===== src/rtl/eval_requester_pkg.sv =====
// Shared types and constants for the evaluator requester.
// Square code: bits [2:0] piece type, bit 3 set for black.
package eval_requester_pkg;

   localparam int PIECE_WIDTH = 4;
   localparam int SQUARES     = 64;
   localparam int BOARD_WIDTH = PIECE_WIDTH * SQUARES;

   localparam int PHASE_MAX = 24;
   localparam int PHASE_W   = 5;

   localparam logic [3:0] PIECE_KNIGHT = 4'd2;
   localparam logic [3:0] PIECE_BISHOP = 4'd3;
   localparam logic [3:0] PIECE_ROOK   = 4'd4;
   localparam logic [3:0] PIECE_QUEEN  = 4'd5;
   localparam logic [3:0] PIECE_BLACK  = 4'd8;

   localparam logic [2:0] WEIGHT_MINOR = 3'd1;
   localparam logic [2:0] WEIGHT_ROOK  = 3'd2;
   localparam logic [2:0] WEIGHT_QUEEN = 3'd4;

   typedef enum logic [2:0] {
      S_IDLE,
      S_LAUNCH,
      S_WAIT_EVAL,
      S_CLEAR,
      S_DRAIN,
      S_RESULT
   } state_t;

   function automatic logic [2:0] phase_weight(input logic [3:0] sq);
      logic [2:0] w;
      w = 3'd0;
      case (sq)
         PIECE_KNIGHT, PIECE_KNIGHT | PIECE_BLACK,
         PIECE_BISHOP, PIECE_BISHOP | PIECE_BLACK: w = WEIGHT_MINOR;
         PIECE_ROOK,   PIECE_ROOK   | PIECE_BLACK: w = WEIGHT_ROOK;
         PIECE_QUEEN,  PIECE_QUEEN  | PIECE_BLACK: w = WEIGHT_QUEEN;
         default:                                  w = 3'd0;
      endcase
      return w;
   endfunction

endpackage


===== src/rtl/eval_requester_board_phase.sv =====
// Game-phase count of a board: minor 1, rook 2, queen 4, both colours,
// saturated at PHASE_MAX and registered.
module board_phase
   import eval_requester_pkg::*;
(
   input  logic                   clk,
   input  logic                   reset,
   input  logic [BOARD_WIDTH-1:0] board,
   output logic [PHASE_W-1:0]     phase
);

   logic [9:0] sum;

   always_comb begin
      sum = '0;
      for (int i = 0; i < SQUARES; i++) begin
         sum = sum + 10'(phase_weight(board[i*PIECE_WIDTH +: PIECE_WIDTH]));
      end
   end

   always_ff @(posedge clk) begin
      if (reset) begin
         phase <= '0;
      end else if (sum > 10'(PHASE_MAX)) begin
         phase <= PHASE_W'(PHASE_MAX);
      end else begin
         phase <= sum[PHASE_W-1:0];
      end
   end

endmodule


===== src/rtl/eval_requester.sv =====
// Initiator side of the evaluator handshake: launches one board, captures
// the evaluation and returns a phase-tapered side-to-move score.
module eval_requester
   import eval_requester_pkg::*;
#(
   parameter int EVAL_WIDTH     = 24,
   parameter int TIMEOUT_CYCLES = 64
) (
   input  logic                         clk,
   input  logic                         reset,
   input  logic                         req_valid,
   output logic                         req_ready,
   input  logic [BOARD_WIDTH-1:0]       req_board,
   input  logic                         req_white_to_move,
   output logic [BOARD_WIDTH-1:0]       board,
   output logic                         board_valid,
   output logic                         white_to_move,
   output logic                         clear_eval,
   input  logic                         eval_valid,
   input  logic signed [EVAL_WIDTH-1:0] eval_mg,
   input  logic signed [EVAL_WIDTH-1:0] eval_eg,
   input  logic signed [31:0]           material,
   input  logic                         insufficient_material,
   output logic                         result_valid,
   input  logic                         result_ack,
   output logic signed [EVAL_WIDTH+5:0] result_score,
   output logic signed [31:0]           result_material,
   output logic                         result_draw,
   output logic                         result_timeout
);

   localparam int BW = EVAL_WIDTH + 5;
   localparam int SW = EVAL_WIDTH + 6;
   localparam int CW = $clog2(TIMEOUT_CYCLES) + 1;

   state_t state, state_nxt;

   logic [CW-1:0]              tcnt;
   logic [PHASE_W-1:0]         phase;
   logic [PHASE_W-1:0]         ephase;
   logic signed [EVAL_WIDTH-1:0] mg_r, eg_r;
   logic signed [31:0]         mat_r;
   logic                       draw_r, tout_r;
   logic signed [BW-1:0]       mg_x, eg_x, ph_x, ep_x;
   logic signed [BW-1:0]       blend_c, blend_r;
   logic signed [SW-1:0]       score_c;
   logic                       load_req, cap_eval, do_timeout, load_res;

   board_phase u_phase (
      .clk   (clk),
      .reset (reset),
      .board (board),
      .phase (phase)
   );

   always_ff @(posedge clk) begin
      if (reset) state <= S_IDLE;
      else       state <= state_nxt;
   end

   always_comb begin
      state_nxt    = state;
      req_ready    = 1'b0;
      board_valid  = 1'b0;
      clear_eval   = 1'b0;
      result_valid = 1'b0;
      load_req     = 1'b0;
      cap_eval     = 1'b0;
      do_timeout   = 1'b0;
      load_res     = 1'b0;
      unique case (state)
         S_IDLE: begin
            req_ready = !reset;
            if (req_valid) begin
               load_req  = 1'b1;
               state_nxt = S_LAUNCH;
            end
         end
         S_LAUNCH: begin
            board_valid = 1'b1;
            state_nxt   = S_WAIT_EVAL;
         end
         S_WAIT_EVAL: begin
            board_valid = 1'b1;
            if (eval_valid) begin
               cap_eval  = 1'b1;
               state_nxt = S_CLEAR;
            end else if (tcnt == CW'(TIMEOUT_CYCLES - 1)) begin
               do_timeout = 1'b1;
               state_nxt  = S_CLEAR;
            end
         end
         S_CLEAR: begin
            clear_eval = 1'b1;
            state_nxt  = S_DRAIN;
         end
         S_DRAIN: begin
            if (!eval_valid) begin
               load_res  = 1'b1;
               state_nxt = S_RESULT;
            end
         end
         S_RESULT: begin
            result_valid = 1'b1;
            if (result_ack) state_nxt = S_IDLE;
         end
         default: state_nxt = S_IDLE;
      endcase
   end

   // Cycles since board_valid rose; LAUNCH counts as the first.
   always_ff @(posedge clk) begin
      if (reset || state == S_IDLE) tcnt <= '0;
      else if (board_valid)         tcnt <= tcnt + 1'b1;
   end

   assign ephase  = PHASE_W'(PHASE_MAX) - phase;
   assign mg_x    = BW'(mg_r);
   assign eg_x    = BW'(eg_r);
   assign ph_x    = BW'(phase);
   assign ep_x    = BW'(ephase);
   assign blend_c = mg_x * ph_x + eg_x * ep_x;

   always_comb begin
      score_c = '0;
      if (!(draw_r || tout_r)) begin
         score_c = white_to_move ? SW'(blend_r) : -SW'(blend_r);
      end
   end

   always_ff @(posedge clk) begin
      if (reset) begin
         board           <= '0;
         white_to_move   <= 1'b0;
         mg_r            <= '0;
         eg_r            <= '0;
         mat_r           <= '0;
         draw_r          <= 1'b0;
         tout_r          <= 1'b0;
         blend_r         <= '0;
         result_score    <= '0;
         result_material <= '0;
         result_draw     <= 1'b0;
         result_timeout  <= 1'b0;
      end else begin
         if (load_req) begin
            board         <= req_board;
            white_to_move <= req_white_to_move;
         end
         if (cap_eval) begin
            mg_r   <= eval_mg;
            eg_r   <= eval_eg;
            mat_r  <= material;
            draw_r <= insufficient_material;
            tout_r <= 1'b0;
         end
         if (do_timeout) begin
            mg_r   <= '0;
            eg_r   <= '0;
            mat_r  <= '0;
            draw_r <= 1'b0;
            tout_r <= 1'b1;
         end
         // Product registered while the evaluator is being released.
         if (state == S_CLEAR || state == S_DRAIN) blend_r <= blend_c;
         if (load_res) begin
            result_score    <= score_c;
            result_material <= mat_r;
            result_draw     <= draw_r;
            result_timeout  <= tout_r;
         end
      end
   end

endmodule


===== config.mk =====
export PLATFORM = sky130hd
export DESIGN_NAME = eval_requester
export DESIGN_NICKNAME = d
export VERILOG_FILES = /design/src/rtl/eval_requester_pkg.sv /design/src/rtl/eval_requester_board_phase.sv /design/src/rtl/eval_requester.sv
export SDC_FILE = /design/constraint.sdc
export NUM_CORES = 2
export LEC_CHECK = 0
export CORE_MARGIN = 2
export CORE_UTILIZATION = 40
export DETAILED_ROUTE_END_ITERATION = 8
export PLACE_DENSITY = 0.66
export SLEW_MARGIN = 10
export SYNTH_ARGS = -nofsm -noshare
export SYNTH_HDL_FRONTEND = slang
export SYNTH_SLANG_ARGS = --single-unit

===== constraint.sdc =====
create_clock -name clk -period 19.4 [get_ports clk]
set_clock_uncertainty 0.15 [all_clocks]
set_input_delay 5.82 -clock clk [delete_from_list [all_inputs] [get_ports clk]]
set_output_delay 5.82 -clock clk [all_outputs]
set_load 0.03 [all_outputs]

# Word-level counts from Yosys, hierarchy flattened
# Memory sizes are Yosys's and may differ from the RTL's. A register that Yosys moved wholly into a read port is not among the register bits.
# Cells that the tools add are included.
# op_classes
n_addsub	67
reduce_logical	10
order_cmp	1
muxes	152
n_eq_ne	10
multipliers	2
# op_table
op	count
adder 10 x 3 -> 10 bit	62
two-way mux 4 bit	128
two-way mux 30 bit	2
multiplier 24 x 6 -> 29 bit	2
negator 29 -> 30 bit	1
adder 29 bit	1
case mux 3 bit (6 select lines)	1
two-way mux 1 bit	15
two-way mux 3 bit	5
greater-than comparator 10 x 5 -> 1 bit (second input constant)	1
adder 7 x 1 -> 7 bit (second input constant)	1
equality test 7 x 6 -> 1 bit (second input constant)	1
equality test 3 x 2 -> 1 bit (second input constant)	2
equality test 3 bit (second input constant)	2
!= test 2 bit (second input constant)	3
OR reduction 2 bit	3
two-way mux 5 bit	1
subtractor 5 bit (first input constant)	1
adder 3 x 3 -> 4 bit	1
AND reduction 4 bit	1
equality test 3 x 1 -> 1 bit (second input constant)	1
zero test 3 bit	1
logical OR 1 bit	3
!= test 3 bit (second input constant)	1
other kinds (2)	2
# word_totals
memories	64
reg_bits	447
output_inout_bits	325
romBits	3072
inputBits	343
wordCells	322
# memory_table
memory	words	width	read_ports	rd_ports_with_merged_regs	write_ports	line_no	rtl
(name not given)	16	3	1	1	0	eval_requester_pkg.sv:34	case (sq)
(name not given)	16	3	1	1	0	eval_requester_pkg.sv:34	
(name not given)	16	3	1	1	0	eval_requester_pkg.sv:34	
(name not given)	16	3	1	1	0	eval_requester_pkg.sv:34	
(name not given)	16	3	1	1	0	eval_requester_pkg.sv:34	
(name not given)	16	3	1	1	0	eval_requester_pkg.sv:34	
+58 memories	--	--	--	--	--	--	

# Longest topological paths before layout
# depth
ltp_word	65
depth_mapped	27

# Cells and area by module
# Synthesis repeated with hierarchy kept, for this count alone.
# hier_totals
cells_unflattened	3631
area_unflattened_um2	30858.3
# modules_own_cells
module	cells_per_inst	seq_area_each_um2	area_each_um2	n_inst
eval_requester	2975	8848.5	24109.4	1
board_phase	656	100.1	6749.0	1

# Least setup slack after synthesis
# OpenSTA, ideal clock, no wires.
# synth_timing
path_type	in2out
from	input port reset
to	output port req_ready
cell_stages	4
setup_slack_ps	6126
arrival_time_ps	7304
path_cell_list	clkbuf_1 > clkbuf_1 > clkbuf_1 > nor4_1
# synth_via
elab_chain_cells	2
# synth_rtl
item	line_no	rtl
from (decl)	eval_requester.sv:10	input logic reset,
zero test 1 bit	eval_requester.sv:73	req_ready = !reset;
two-way mux 1 bit	eval_requester.sv:71	unique case (state)
to (decl)	eval_requester.sv:12	output logic req_ready,
# No other way between the ends.

# Worst setup path in the final report
# Ends and elaborated chain as after synthesis.

==> qor.yml <==
sta:
  timing.setup.tns_ns: 0
  tightestPinTransition_ns: 1.08
  rsz0062_at_grt: "false"
  period_minus_slack_ns: 13.04
  slew_viol_final: 0
  slew-limit-headroom_pct: 27.9
  max_freq_ghz: 0.0767
  fin_ws_ns: 6.36
  period_share_pct: 67.2
  hold_slack_ns: 0.296
  final-hold-violation-count: 0
  setup_violations: 0
pwr:
  power_leakage_nw: 18.6
  ir_worst_vdd_mv: 0.488
  power.density_nw_per_um2: 138
run:
  cap_viol_max_count: 0
hold_path:
  hp-start: "mat_r[12]$_SDFFE_PP0P_"
  min_path_type: "reg2reg"
floorplanning:
  dieHeight_um: 298
  initial_utilization_pct: 40.5
  dieArea_um2: 89000
  dieWidth_um: 298
  num_io_pins: 668
  core-area_um2: 85500
  core.rowCount: 107
logic_synthesis:
  synth.most_common_cell: "nand2_1"
  synth_edf_count: 0
  syn_inst: 3751
  synth.area.top_cells: "dfxtp_1 (37%), fa_1 (22%), nand2_1 (9.4%)"
  synth_area_um2: 34700
  synth_top_area_share_pct: 36.9
  synth_seq_area_share_pct: 36.9
  ys_types: 61
  synth.net_count: 4615
  ys_ff_latch: 639
  ys.warnings.count: 0
  syn_area_per_cell_um2: 9.24
  synthTopCellsByCount: "nand2_1 (865), dfxtp_1 (639), a21oi_1 (425)"
  async_reset_ff_share_pct: 0
  yosysTopAreaCell: "dfxtp_1"
  synth_flop_cell: "dfxtp_1"
critical_path:
  path_max_fanout: 101
  cp-start-kind: "primary input"
  cp.arrival_ns: 7.07
  endpoint_kind: "output pin"
  startpoint: "reset"
  critical_path_class: "in2out"
  worstPathRequired_ns: 13.43
detailed_routing:
  viasPerCell: 4.82
  first_pass_iters: 5
  drt_iter0_markers: 1322
  ant_nets: 0
  routed_wl_mm: 101
  wl_per_cell_um: 18.3
  drc_errors: 0
  num_vias: 26700
layout:
  fillers: 7890
  fin_util_pct: 52.4
  final_area_um2: 44900
  layout-drive-gt1-share_pct: 3.54
  area_growth_pct: 29.4
  nNetsFinal: 5211
cts:
  cts_inserted_buffers: 75
  clock-sinks: 639
  cts_buffer_depth: 3
  cts_root_buffer: "clkbuf_16"
  insertion_delay_ns: 0.64
  hold_buffers: 0
  cts_setup_buffers: 0
  cts.repair.resized: 0
  cts_tree: "done"
  path_clk_slew_ns: 0.06
  ctsHtreeMaxLevel: 3
run_status:
  status: "finished, final reports clean"
place:
  pre_cts_slack_ns: 6.34
  place_congestion: 0.864
  io_buffers: 667
  hpwl_mm: 78.4
  place_area_um2: 42400
global_route:
  grt_antenna_before_repair: 4
  overflow: 0
  grt_pass1_wl_mm: 156
  grt_pass1_vias: 27300
  track_usage_pct: 22.6
  grt_max_degree: 141
==> cells in the final DEF (no fill, tap or decap), drive strengths merged, types with 3 or more instances in the layout <==
cell type / count
a31oi: 11
and2: 150
nand2: 866
clkdlybuf4s50: 666
nor2b: 89
clkbuf: 110
nand3: 13
fa: 389
a22oi: 16
a21o: 9
buf: 24
or3: 7
inv: 426
clkinv: 16
o31ai: 3
nor4: 8
a211oi: 5
o21a: 3
dfxtp: 639
nand2b: 4
bufinv: 3
nor3: 12
o21bai: 6
a21oi: 425
and3b: 65
xnor2: 35
nor2: 81
mux2i: 3
nor3b: 67
nand4: 6
and4: 3
a22o: 13
xor2: 39
o211ai: 4
ha: 132
o21ai: 25
==> metrics by stage <==
step,power [mW],std cells
after floorplan,3.76,3751
after global placement,4.67,5414
after detailed placement,4.84,5414
after CTS,6.29,5548
after global routing,6.78,5550
final,6.21,5550
==> area by class of cell <==
| class | instances | area (um^2) | area share (%) |
|---|---|---|---|
| Multi-Input combinational cell | 2519 | 19700 | 43.9 |
| Sequential cell | 639 | 12800 | 28.5 |
| Timing Repair Buffer | 690 | 6870 | 15.3 |
| Clock buffer | 110 | 2190 | 4.88 |
| Inverter | 422 | 1580 | 3.53 |
| Tap cell | 1144 | 1430 | 3.19 |
| Clock inverter | 24 | 304 | 0.678 |
| Antenna cell | 2 | 5.00 | 0.0112 |
==> routing by layer <==
metal | up-vias | GRT usage, % | routed length [um]
met5 | - | 0 | 25
met4 | 4 | 10.4 | 4840
met3 | 198 | 4.54 | 5570
met2 | 699 | 40.8 | 52300
met1 | 12900 | 25.6 | 38700
li1 | 12900 | - | -
==> power by group <==
part           total (mW)  leakage, nW  internal [mW]  switching, mW
logic                3.26         12.2           1.36           1.91
clock network        1.42         1.22          0.832          0.590
registers            1.52         5.21           1.44         0.0821
total                6.21         18.6           3.63           2.58
==> critical path, cell delays in order <==
cell and delay [ns]:
buf_8 0.21, nor4_1 0.27, clkdlybuf4s50_1 0.73
==> final timing paths <==
check	slack (ns)	cells past startpoint	to
max	6.36	3	req_ready
min	0.30	2	result_material[12]$_SDFFE_PP0P_
max reg2reg	11.59	20	u_phase.phase[1]$_SDFF_PP0_
min reg2reg	0.30	2	result_material[12]$_SDFFE_PP0P_
==> logic make-up (layout without fill, tap and decap cells) <==
family,count (synthesis),after routing,share of synthesized area [%]
xor+xnor,74,74,1.87
compound gates,539,539,8.55
buf+inv,593,1246,6.44
simple gates,1381,1381,18.9
other cells,0,2,0
mux,4,4,0.119
fa+ha+maj,521,521,27.2
flops,639,639,36.9
Power figures use the tool's default switching activity.
